## src/rtl/vga_dither_out.sv

```systemverilog
// VGA output stage: full-depth RGB to narrow DAC pins with ordered (Bayer) dithering.
// Two-stage pipeline, syncs delayed to match; optional frame rotation via VGA_DITHER_TEMPORAL_EN.
//
// Ports:
//   CLK_25MHZ                   pixel clock
//   RESET                       asynchronous, active-high reset
//   VGA_HSYNC_IN / VGA_VSYNC_IN syncs from the core
//   VGA_{RED,GREEN,BLUE}_IN     IN_BITS colour per channel from the core
//   VGA_HSYNC / VGA_VSYNC       syncs delayed two cycles
//   VGA_{RED,GREEN,BLUE}        OUT_BITS dithered colour per channel
//
// Parameters: IN_BITS, OUT_BITS (1..IN_BITS), DITHER_N (2 or 4),
//   HSYNC_POL / VSYNC_POL (active level, 0 = active-low).
// Macro VGA_DITHER_TEMPORAL_EN: a 2-bit frame counter offsets the matrix
//   lookup every frame; undefined gives a static pattern.

module vga_dither_out #(
  parameter int IN_BITS   = 8,
  parameter int OUT_BITS  = 4,
  parameter int DITHER_N  = 4,
  parameter bit HSYNC_POL = 1'b0,
  parameter bit VSYNC_POL = 1'b0
) (
  input  logic                CLK_25MHZ,
  input  logic                RESET,
  input  logic                VGA_HSYNC_IN,
  input  logic                VGA_VSYNC_IN,
  input  logic [IN_BITS-1:0]  VGA_RED_IN,
  input  logic [IN_BITS-1:0]  VGA_GREEN_IN,
  input  logic [IN_BITS-1:0]  VGA_BLUE_IN,
  output logic                VGA_HSYNC,
  output logic                VGA_VSYNC,
  output logic [OUT_BITS-1:0] VGA_RED,
  output logic [OUT_BITS-1:0] VGA_GREEN,
  output logic [OUT_BITS-1:0] VGA_BLUE
);

  // Position index width and matrix value width (L = 2*log2(N)).
  localparam int PW   = (DITHER_N > 2) ? 2 : 1;
  localparam int L    = 2 * PW;
  localparam int D    = IN_BITS - OUT_BITS;
  localparam int SW   = IN_BITS + 1;
  localparam int QW   = OUT_BITS + 1;
  // Only one of these is non-zero: scale B up or down to D bits.
  localparam int SH_L = (D >= L) ? (D - L) : 0;
  localparam int SH_R = (D >= L) ? 0 : (L - D);

  // ---------------- stage 1 ----------------
  logic               r_hs1;
  logic               r_vs1;
  logic [IN_BITS-1:0] r_red1;
  logic [IN_BITS-1:0] r_grn1;
  logic [IN_BITS-1:0] r_blu1;
  logic [PW-1:0]      r_x;
  logic [PW-1:0]      r_y;

  logic          w_hs_act;
  logic          w_vs_act;
  logic          w_hs_edge;
  logic          w_vs_edge;
  logic [PW-1:0] w_x_nxt;
  logic [PW-1:0] w_y_nxt;

  // r_hs1/r_vs1 double as the previous-sample registers.
  assign w_hs_act  = (VGA_HSYNC_IN == HSYNC_POL);
  assign w_vs_act  = (VGA_VSYNC_IN == VSYNC_POL);
  assign w_hs_edge = w_hs_act && (r_hs1 != HSYNC_POL);
  assign w_vs_edge = w_vs_act && (r_vs1 != VSYNC_POL);

  // Vsync edge takes priority on y; x restarts on any hsync edge.
  always_comb begin
    w_x_nxt = r_x + PW'(1);
    if (w_hs_edge) begin
      w_x_nxt = '0;
    end
    w_y_nxt = r_y;
    if (w_vs_edge) begin
      w_y_nxt = '0;
    end else if (w_hs_edge) begin
      w_y_nxt = r_y + PW'(1);
    end
  end

  always_ff @(posedge CLK_25MHZ or posedge RESET) begin
    if (RESET) begin
      r_hs1  <= ~HSYNC_POL;
      r_vs1  <= ~VSYNC_POL;
      r_red1 <= '0;
      r_grn1 <= '0;
      r_blu1 <= '0;
      r_x    <= '0;
      r_y    <= '0;
    end else begin
      r_hs1  <= VGA_HSYNC_IN;
      r_vs1  <= VGA_VSYNC_IN;
      r_red1 <= VGA_RED_IN;
      r_grn1 <= VGA_GREEN_IN;
      r_blu1 <= VGA_BLUE_IN;
      r_x    <= w_x_nxt;
      r_y    <= w_y_nxt;
    end
  end

  // ---------------- matrix lookup ----------------
  logic [PW-1:0] w_xl;
  logic [PW-1:0] w_yl;

`ifdef VGA_DITHER_TEMPORAL_EN
  logic [1:0] r_f;

  // Frame counter advances with the position counters so the
  // whole new frame, including its first pixel, uses the new offset.
  always_ff @(posedge CLK_25MHZ or posedge RESET) begin
    if (RESET) begin
      r_f <= '0;
    end else if (w_vs_edge) begin
      r_f <= r_f + 2'd1;
    end
  end

  assign w_xl = r_x + PW'(r_f[0]);
  assign w_yl = r_y + PW'(r_f[1]);
`else
  assign w_xl = r_x;
  assign w_yl = r_y;
`endif

  logic [1:0] w_x2;
  logic [1:0] w_y2;
  logic [3:0] w_b;

  assign w_x2 = 2'(w_xl);
  assign w_y2 = 2'(w_yl);

  always_comb begin
    w_b = '0;
    if (DITHER_N == 2) begin
      case ({w_y2[0], w_x2[0]})
        2'b00:   w_b = 4'd0;
        2'b01:   w_b = 4'd2;
        2'b10:   w_b = 4'd3;
        default: w_b = 4'd1;
      endcase
    end else begin
      case ({w_y2, w_x2})
        4'h0:    w_b = 4'd0;
        4'h1:    w_b = 4'd8;
        4'h2:    w_b = 4'd2;
        4'h3:    w_b = 4'd10;
        4'h4:    w_b = 4'd12;
        4'h5:    w_b = 4'd4;
        4'h6:    w_b = 4'd14;
        4'h7:    w_b = 4'd6;
        4'h8:    w_b = 4'd3;
        4'h9:    w_b = 4'd11;
        4'hA:    w_b = 4'd1;
        4'hB:    w_b = 4'd9;
        4'hC:    w_b = 4'd15;
        4'hD:    w_b = 4'd7;
        4'hE:    w_b = 4'd13;
        default: w_b = 4'd5;
      endcase
    end
  end

  // Threshold t < 2^D; D = 0 shifts B out entirely, giving t = 0.
  logic [3:0]    w_bs;
  logic [SW-1:0] w_t;

  assign w_bs = w_b >> SH_R;
  assign w_t  = SW'(w_bs) << SH_L;

  // ---------------- stage 2 ----------------
  // Add at IN_BITS+1 width, drop D bits, clamp the carry case.
  function automatic logic [OUT_BITS-1:0] dq(
    input logic [IN_BITS-1:0] c,
    input logic [SW-1:0]      t
  );
    logic [SW-1:0] s;
    logic [QW-1:0] q;
    s = {1'b0, c} + t;
    q = QW'(s >> D);
    return q[OUT_BITS] ? '1 : q[OUT_BITS-1:0];
  endfunction

  always_ff @(posedge CLK_25MHZ or posedge RESET) begin
    if (RESET) begin
      VGA_HSYNC <= ~HSYNC_POL;
      VGA_VSYNC <= ~VSYNC_POL;
      VGA_RED   <= '0;
      VGA_GREEN <= '0;
      VGA_BLUE  <= '0;
    end else begin
      VGA_HSYNC <= r_hs1;
      VGA_VSYNC <= r_vs1;
      VGA_RED   <= dq(r_red1, w_t);
      VGA_GREEN <= dq(r_grn1, w_t);
      VGA_BLUE  <= dq(r_blu1, w_t);
    end
  end

endmodule

```

## config.mk

```make
export PLATFORM = sky130hd
export DESIGN_NAME = vga_dither_out
export DESIGN_NICKNAME = d
export VERILOG_FILES = /design/src/rtl/vga_dither_out.sv
export SDC_FILE = /design/constraint.sdc
export NUM_CORES = 1
export LEC_CHECK = 0
export BUFFER_PORTS_ARGS = -buffer_cell sky130_fd_sc_hd__buf_2
export CELL_PAD_IN_SITES_DETAIL_PLACEMENT = 1
export CELL_PAD_IN_SITES_GLOBAL_PLACEMENT = 2
export CORE_ASPECT_RATIO = 0.7
export CORE_MARGIN = 2
export CORE_UTILIZATION = 31
export CTS_CLUSTER_SIZE = 14
export DETAILED_ROUTE_END_ITERATION = 8
export GPL_TIMING_DRIVEN = 1
export PLACE_DENSITY = 0.77
export SYNTH_ARGS = -nofsm -noshare
export SYNTH_HDL_FRONTEND = slang
export SYNTH_SLANG_ARGS = --single-unit
```

## constraint.sdc

```tcl
create_clock -name CLK_25MHZ -period 1.85 [get_ports CLK_25MHZ]
set_input_delay 0.2775 -clock CLK_25MHZ [delete_from_list [all_inputs] [get_ports CLK_25MHZ]]
set_output_delay 0.2775 -clock CLK_25MHZ [all_outputs]
set_load 0.1 [all_outputs]
```

==> flow_metrics.env, run 1 <==
export IMPL_layout_min_cycle_time_ns=1.82
export IMPL_overflow=0
export IMPL_crit_family="flip-flops"
export IMPL_drt_total_wl_um=3290
export IMPL_tightest_slew_ns=0.669
export IMPL_drtIter0Drc=27
export IMPL_critPathSlowestCell="dfrtp_1"
export IMPL_cp_num_buf_inv=0
export IMPL_synth_cells=117
export IMPL_dp_cells=240
export IMPL_startpoint="r_x[1]"
export IMPL_cts_tree="built"
export IMPL_finalHoldViolations=11
export IMPL_setup_viol=0
export IMPL_coreArea_sq_mm=0.00523
export IMPL_crit_path_end_kind="flop"
export IMPL_drv_cap=0
export IMPL_pwr_density_cell_mw_per_mm2=1280
export IMPL_nNetsFinal=212
export IMPL_root_buffer="clkbuf_8"
export IMPL_regArea_sq_mm=0.00111
export IMPL_clk_latency_ns=0.29
export IMPL_place_ws_ns=-0.0335
export IMPL_syn_to_final_growth_pct=36.8
export IMPL_grt_max_degree=28
export IMPL_cts_buffers=5
export IMPL_fin_ws_ns=0.0258
export IMPL_crit_chain="xor2_2 -> ha_1 -> nand3_4 -> a221oi_2 -> mux2_2"
export IMPL_required_ns=2.03
export IMPL_vdd_drop_max_uv=510
export IMPL_cts_buffer_depth=2
export IMPL_die_x_um=91.8
export IMPL_via_per_inst=4.39
export IMPL_drive_above_1_share_pct=47.7
export IMPL_n_antenna_cell=0
export IMPL_violations="hold timing"
export IMPL_via_count=1088
export IMPL_multiInputGateArea_sq_um=637
export IMPL_antenna_left=0
export IMPL_tns_ns=0
export IMPL_fp_dieH_um=65.5
export IMPL_p_leak_nw=1.06
export IMPL_slew_viol_final=0
export IMPL_initial_core_util_pct=32.0
export IMPL_gp_congestion=0.670
export IMPL_synth_area_per_cell_sq_um=14.3
export IMPL_hp_class="in2async"
export IMPL_seq_area_frac_synth_pct=66.1
export IMPL_drtPass1Iterations=4
export IMPL_yosysWarnings=0
export IMPL_fin_hold_ws_ns=-0.00890
export IMPL_synth_area_sq_mm=0.00167
export IMPL_wl_per_cell_um=13.3
export IMPL_antenna_found_initial=0
export IMPL_max_slew_margin_pct=55.1
export IMPL_grt_pass1_vias=1224
export IMPL_portBuffers=41
export IMPL_worstPathArrival_ns=2.00
export IMPL_synth_distinct_cells=25
export IMPL_stdcell_count=248
export IMPL_synth_nets=154
export IMPL_fin_skew_ns=0.00591
export IMPL_fmax_ghz=0.548
export IMPL_max_stage_delay_ns=0.41
export IMPL_r2r_start="r_x[1]"
export IMPL_cp_max_fo=3
export IMPL_finalCritPeriodShare_pct=98.6
export IMPL_status="finished with violations"
export IMPL_total_power_mw=2.93
export IMPL_ios=42
export IMPL_clk_pin_slew_ns=0.08
export IMPL_rows=22
export IMPL_holdBufCountCts=0
export IMPL_die_area_sq_mm=0.00601
export IMPL_path_class="reg2reg"
export IMPL_clkSinkCount=44
export IMPL_cts_max_level=2
export IMPL_start_kind="flop"
export IMPL_grt_pass1_wl_um=5580
export IMPL_ys_ff_latch=44
export IMPL_grt_usage_pct=12.3
export IMPL_drc=0
export IMPL_nFillCells=563
export IMPL_dp_hpwl_um=2480
export IMPL_rsz0062_at_grt="true"
[cell usage in the layout (no fill, tap or decap), types with 2 or more instances in the layout]
cell type and instances:
nand3_2 2, buf_4 8, nand2_1 5, nor2b_1 2
nand2b_1 3, a221oi_4 3, a221oi_2 3, mux2i_1 5
xor2_2 2, a31o_2 2, nor2_1 4, xnor2_1 2
a22oi_1 3, a21oi_1 2, ha_2 2, dfrtp_1 40
clkbuf_8 7, dfstp_2 4, mux2_2 2, a31oi_1 3
buf_2 41, ha_1 7, o21ai_1 2, inv_1 8
[repair_timing]
| item | in CTS | in global routing |
|---|---|---|
| resized for setup | 10 | 10 |
| pin swaps | 3 | 7 |
| setup endpoints to repair | 4 | 7 |
| setup buffers | 1 | 0 |
| hold endpoints to repair | 0 | 0 |
[cells by family (layout without fill, tap and decap cells)]
logic type	Yosys count	in the layout	synth area share, %
flip-flops	44	44	66.1
AND/OR/NAND/NOR	21	21	6.73
AO/OA/AOI/OAI	20	20	10.2
adder cells (fa/ha/maj)	9	9	6.73
multiplexers	9	9	5.68
buffers and inverters	9	68	2.02
XOR/XNOR	5	5	2.62
[path summary, 6_finish.rpt]
| path | end | slack (ns) | depth (start not counted) |
|---|---|---|---|
| setup / recovery | VGA_RED[2] | 0.03 | 5 |
| hold / removal | VGA_BLUE[2] | -0.009 | 2 |
| setup reg to reg | VGA_RED[2] | 0.03 | 5 |
| hold reg to reg | VGA_VSYNC | 0.37 | 0 |
| max in group asynchronous | r_vs1 | 1.28 | 3 |
| min in group CLK_25MHZ | r_blu1[6] | 0.09 | 1 |
[Yosys cell counts]
| cell type | count | share of area, % |
|---|---|---|
| nor2_1 | 4 | 0.90 |
| nand3_2 | 2 | 1.2 |
| nand3_1 | 1 | 0.30 |
| nand2b_1 | 3 | 1.1 |
| mux2i_1 | 5 | 3.0 |
| a21oi_1 | 2 | 0.60 |
| xor2_1 | 3 | 1.6 |
| a221oi_2 | 4 | 3.6 |
| nor3_1 | 3 | 0.90 |
| mux2_2 | 3 | 2.0 |
| a31oi_1 | 3 | 1.1 |
| o21ai_0 | 3 | 0.90 |
| ha_1 | 9 | 6.7 |
| mux2_1 | 1 | 0.67 |
| a22oi_1 | 3 | 1.3 |
| dfstp_2 | 4 | 6.3 |
| a31o_1 | 1 | 0.52 |
| nor2b_1 | 2 | 0.75 |
| xnor2_1 | 2 | 1.0 |
| a221oi_1 | 2 | 1.0 |
| nand2_1 | 5 | 1.1 |
| a31o_2 | 2 | 1.0 |
| inv_1 | 9 | 2.0 |
| nand3b_1 | 1 | 0.45 |
| dfrtp_1 | 40 | 60 |
[worst register-to-register path: cells and delay by family (launching register included)]
kind	cells	cell delay, ns
muxes	1	0.36
AOI/OAI and AO/OA	1	0.29
and+or+nand+nor	1	0.10
adders and majority gates	1	0.33
DFF	1	0.41
xor gates and xnor gates	1	0.21
[sequential cells by signal, summed over array words and instances (netlist names)]
name,count
r_y,2
r_x,2
VGA_VSYNC,1
VGA_HSYNC,1
r_grn1,8
r_hs1,1
r_blu1,8
VGA_GREEN,4
VGA_BLUE,4
r_vs1,1
r_red1,8
VGA_RED,4
[layout make-up]
class                   instances  share of cell area [%]
flip-flops and latches         44                    48.3
multi-input cells              64                    27.8
repair buffers                 51                    13.0
clock buffers                   7                    4.21
well taps                      72                    3.93
inverters                       9                    1.48
clock inverters                 1                    1.31
[per-layer routing]
metal | global-route usage (%) | wire length [um] | vias to the layer above
li1 | - | - | 522
met1 | 14.1 | 1410 | 537
met2 | 21.0 | 1650 | 25
met3 | 5.05 | 182 | 4
met4 | 4.10 | 37 | 0
met5 | 0 | 0 | -
[power breakdown]
| group | switching (mW) | internal, mW | total, mW | leakage, nW |
|---|---|---|---|---|
| combinational | 0.688 | 0.348 | 1.04 | 0.488 |
| clock | 0.304 | 0.476 | 0.781 | 0.0645 |
| sequential | 0.0561 | 1.06 | 1.11 | 0.511 |
[through the flow]
stage | utilization, % | area [sq um] | hold WS, ns
3_5_place_dp | 39.3 | 2060 | 0.333
3_3_place_gp | 39.3 | 2060 | 0.318
2_1_floorplan | - | 1670 | 0.282
5_1_grt | 43.8 | 2290 | 0.0322
4_1_cts | 43.1 | 2260 | 0.00787
6_report | 43.8 | 2290 | -0.00890
No activity file was read; power rests on OpenSTA's default activity.
==> run 2, diff against run 1 <==
CORE_UTILIZATION = 37   (was 31)
PLACE_DENSITY = 0.86   (was 0.77)
clock period = 2.17 ns   (was 1.85 ns; I/O delays follow)
==> flow_metrics.env, run 2 (same netlist as run 1, synthesis figures left out) <==
export IMPL_fin_ws_ns=0.152
export IMPL_pwr_density_cell_mw_per_mm2=1100
export IMPL_coreArea_sq_mm=0.00435
export IMPL_cp_num_buf_inv=0
export IMPL_r2r_end="VGA_RED[2]"
export IMPL_syn_to_final_growth_pct=25.7
export IMPL_post_cts_repair_setup_buffers=0
export IMPL_worst_r2r_path_depth=5
export IMPL_nFillCells=470
export IMPL_cts_tree="built"
export IMPL_ctsResizeCount=0
export IMPL_cts_buffer_depth=2
export IMPL_cts_max_level=2
export IMPL_grt_pass1_wl_um=5940
export IMPL_crit_chain="xor2_2 -> ha_1 -> o21ai_0 -> a221oi_2 -> mux2_2"
export IMPL_p_sw_share_pct=37.3
export IMPL_root_buffer="clkbuf_8"
export IMPL_drtIter0Drc=27
export IMPL_required_ns=2.35
export IMPL_fin_area_sq_mm=0.00210
export IMPL_r2r_start="r_y[0]"
export IMPL_die_area_sq_mm=0.00509
export IMPL_grt_max_degree=21
export IMPL_ios=42
export IMPL_hp_class="in2async"
export IMPL_critPathSlowestCell="dfrtp_1"
export IMPL_fp_dieH_um=60.3
export IMPL_path_depth=5
export IMPL_cts_buffers=5
export IMPL_r2r_slack_ns=0.15
export IMPL_reg_top3="r_blu1 x8, r_grn1 x8, r_red1 x8"
export IMPL_p_leak_nw=0.980
export IMPL_crit_path_end_kind="flop"
export IMPL_antenna_left=0
export IMPL_antenna_found_initial=0
export IMPL_tightest_slew_ns=0.751
export IMPL_fin_skew_ns=0.00744
export IMPL_placed_area_sq_mm=0.00197
export IMPL_max_stage_delay_ns=0.50
export IMPL_fmax_ghz=0.496
export IMPL_layout_min_cycle_time_ns=2.02
export IMPL_dp_hpwl_um=2690
export IMPL_clk_pin_slew_ns=0.08
export IMPL_switching_power_uw=862
export IMPL_finalCritPeriodShare_pct=93.0
export IMPL_via_per_inst=4.90
export IMPL_drtPass1Iterations=4
export IMPL_n_antenna_cell=0
export IMPL_fin_hold_ws_ns=0.0562
export IMPL_tns_ns=0
export IMPL_rsz0062_at_grt="false"
export IMPL_overflow=0
export IMPL_grt_pass1_vias=1206
export IMPL_drt_total_wl_um=3550
export IMPL_clkPwrFrac_pct=27.3
export IMPL_gp_congestion=0.678
export IMPL_final_common_cell="buf_2"
export IMPL_max_slew_margin_pct=49.6
export IMPL_holdBufCountCts=0
export IMPL_path_class="reg2reg"
export IMPL_pwr_share_comb_pct=31.3
export IMPL_power_frac_seq_pct=41.4
export IMPL_grt_usage_pct=15.7
export IMPL_clkSinkCount=44
export IMPL_cp_max_fo=6
export IMPL_via_count=1098
export IMPL_setup_viol=0
export IMPL_clk_latency_ns=0.30
export IMPL_place_ws_ns=0.136
export IMPL_slew_viol_final=0
export IMPL_vdd_drop_max_uv=424
export IMPL_p_int_mw=1.45
export IMPL_portBuffers=41
export IMPL_die_x_um=84.4
export IMPL_worstPathArrival_ns=2.20
export IMPL_finalHoldViolations=0
export IMPL_status="completed"
export IMPL_nNetsFinal=205
export IMPL_drc=0
export IMPL_start_kind="flop"
export IMPL_layout_common_cells="buf_2, dfrtp_1, ha_1, inv_1"
export IMPL_initial_core_util_pct=38.4
export IMPL_wl_per_cell_um=15.8
export IMPL_drive_above_1_share_pct=41.4
export IMPL_crit_family="compound AO/OA/AOI/OAI gates"
export IMPL_drv_cap=0
export IMPL_rows=20
-- run 2: changes by cell type in the layout (fill, tap and decap cells not counted), sizes merged --
cell      before  now
buf           51   44
clkbuf         7    5
clkinvlp       0    1
inv            8    9
-- run 2: cell type report --
cell class / instances / area (sq um) / share of cell area, %
Timing Repair Buffer: 44 / 228 / 10.8
Multi-Input combinational cell: 64 / 553 / 26.3
Clock inverter: 3 / 46.3 / 2.20
Sequential cell: 44 / 1110 / 52.6
Clock buffer: 5 / 68.8 / 3.27
Inverter: 9 / 33.8 / 1.61
Tap cell: 55 / 68.8 / 3.27
-- run 2: routing by layer --
| layer | global-route usage [%] | vias to the layer above | share of wire, % |
|---|---|---|---|
| met2 | 26.6 | 26 | 52 |
| met1 | 19.8 | 547 | 42 |
| li1 | - | 516 | - |
| met5 | 0 | - | 0 |
| met4 | 4.76 | 0 | 1.7 |
| met3 | 4.97 | 9 | 4.9 |
-- run 2: worst max path at each step --
stage                     slack (ns)           end    from
after floorplan                 0.41  VGA_GREEN[2]  r_y[0]
after global placement          0.28  VGA_GREEN[2]  r_y[0]
after detailed placement        0.14    VGA_RED[2]  r_y[0]
after CTS                        0.1    VGA_RED[2]  r_y[0]
after global routing            0.02    VGA_RED[1]  r_y[0]
final                           0.15    VGA_RED[2]  r_y[0]
-- run 2: through the flow --
step,total power [mW],utilization (%),std cells
2_1_floorplan,1.51,-,117
3_3_place_gp,1.64,45.3,216
3_5_place_dp,1.68,45.3,216
4_1_cts,2.32,47.9,224
5_1_grt,2.43,48.3,224
6_report,2.31,48.3,224
-- run 2: power groups by stage --
stage	registers (mW)	clock network, mW	logic [mW]
after global placement	0.962	0	0.679
final	0.956	0.631	0.722
after detailed placement	0.970	0	0.710
after CTS	0.956	0.650	0.717
after global routing	0.969	0.685	0.779
after floorplan	1.23	0	0.278
-- run 2: worst register-to-register path, delay by kind of cell (launching register included) --
kind | cells | cell delay, ns
AOI/OAI and AO/OA | 2 | 0.51
xor gates and xnor gates | 1 | 0.22
adders and majority gates | 1 | 0.29
DFF | 1 | 0.50
muxes | 1 | 0.38
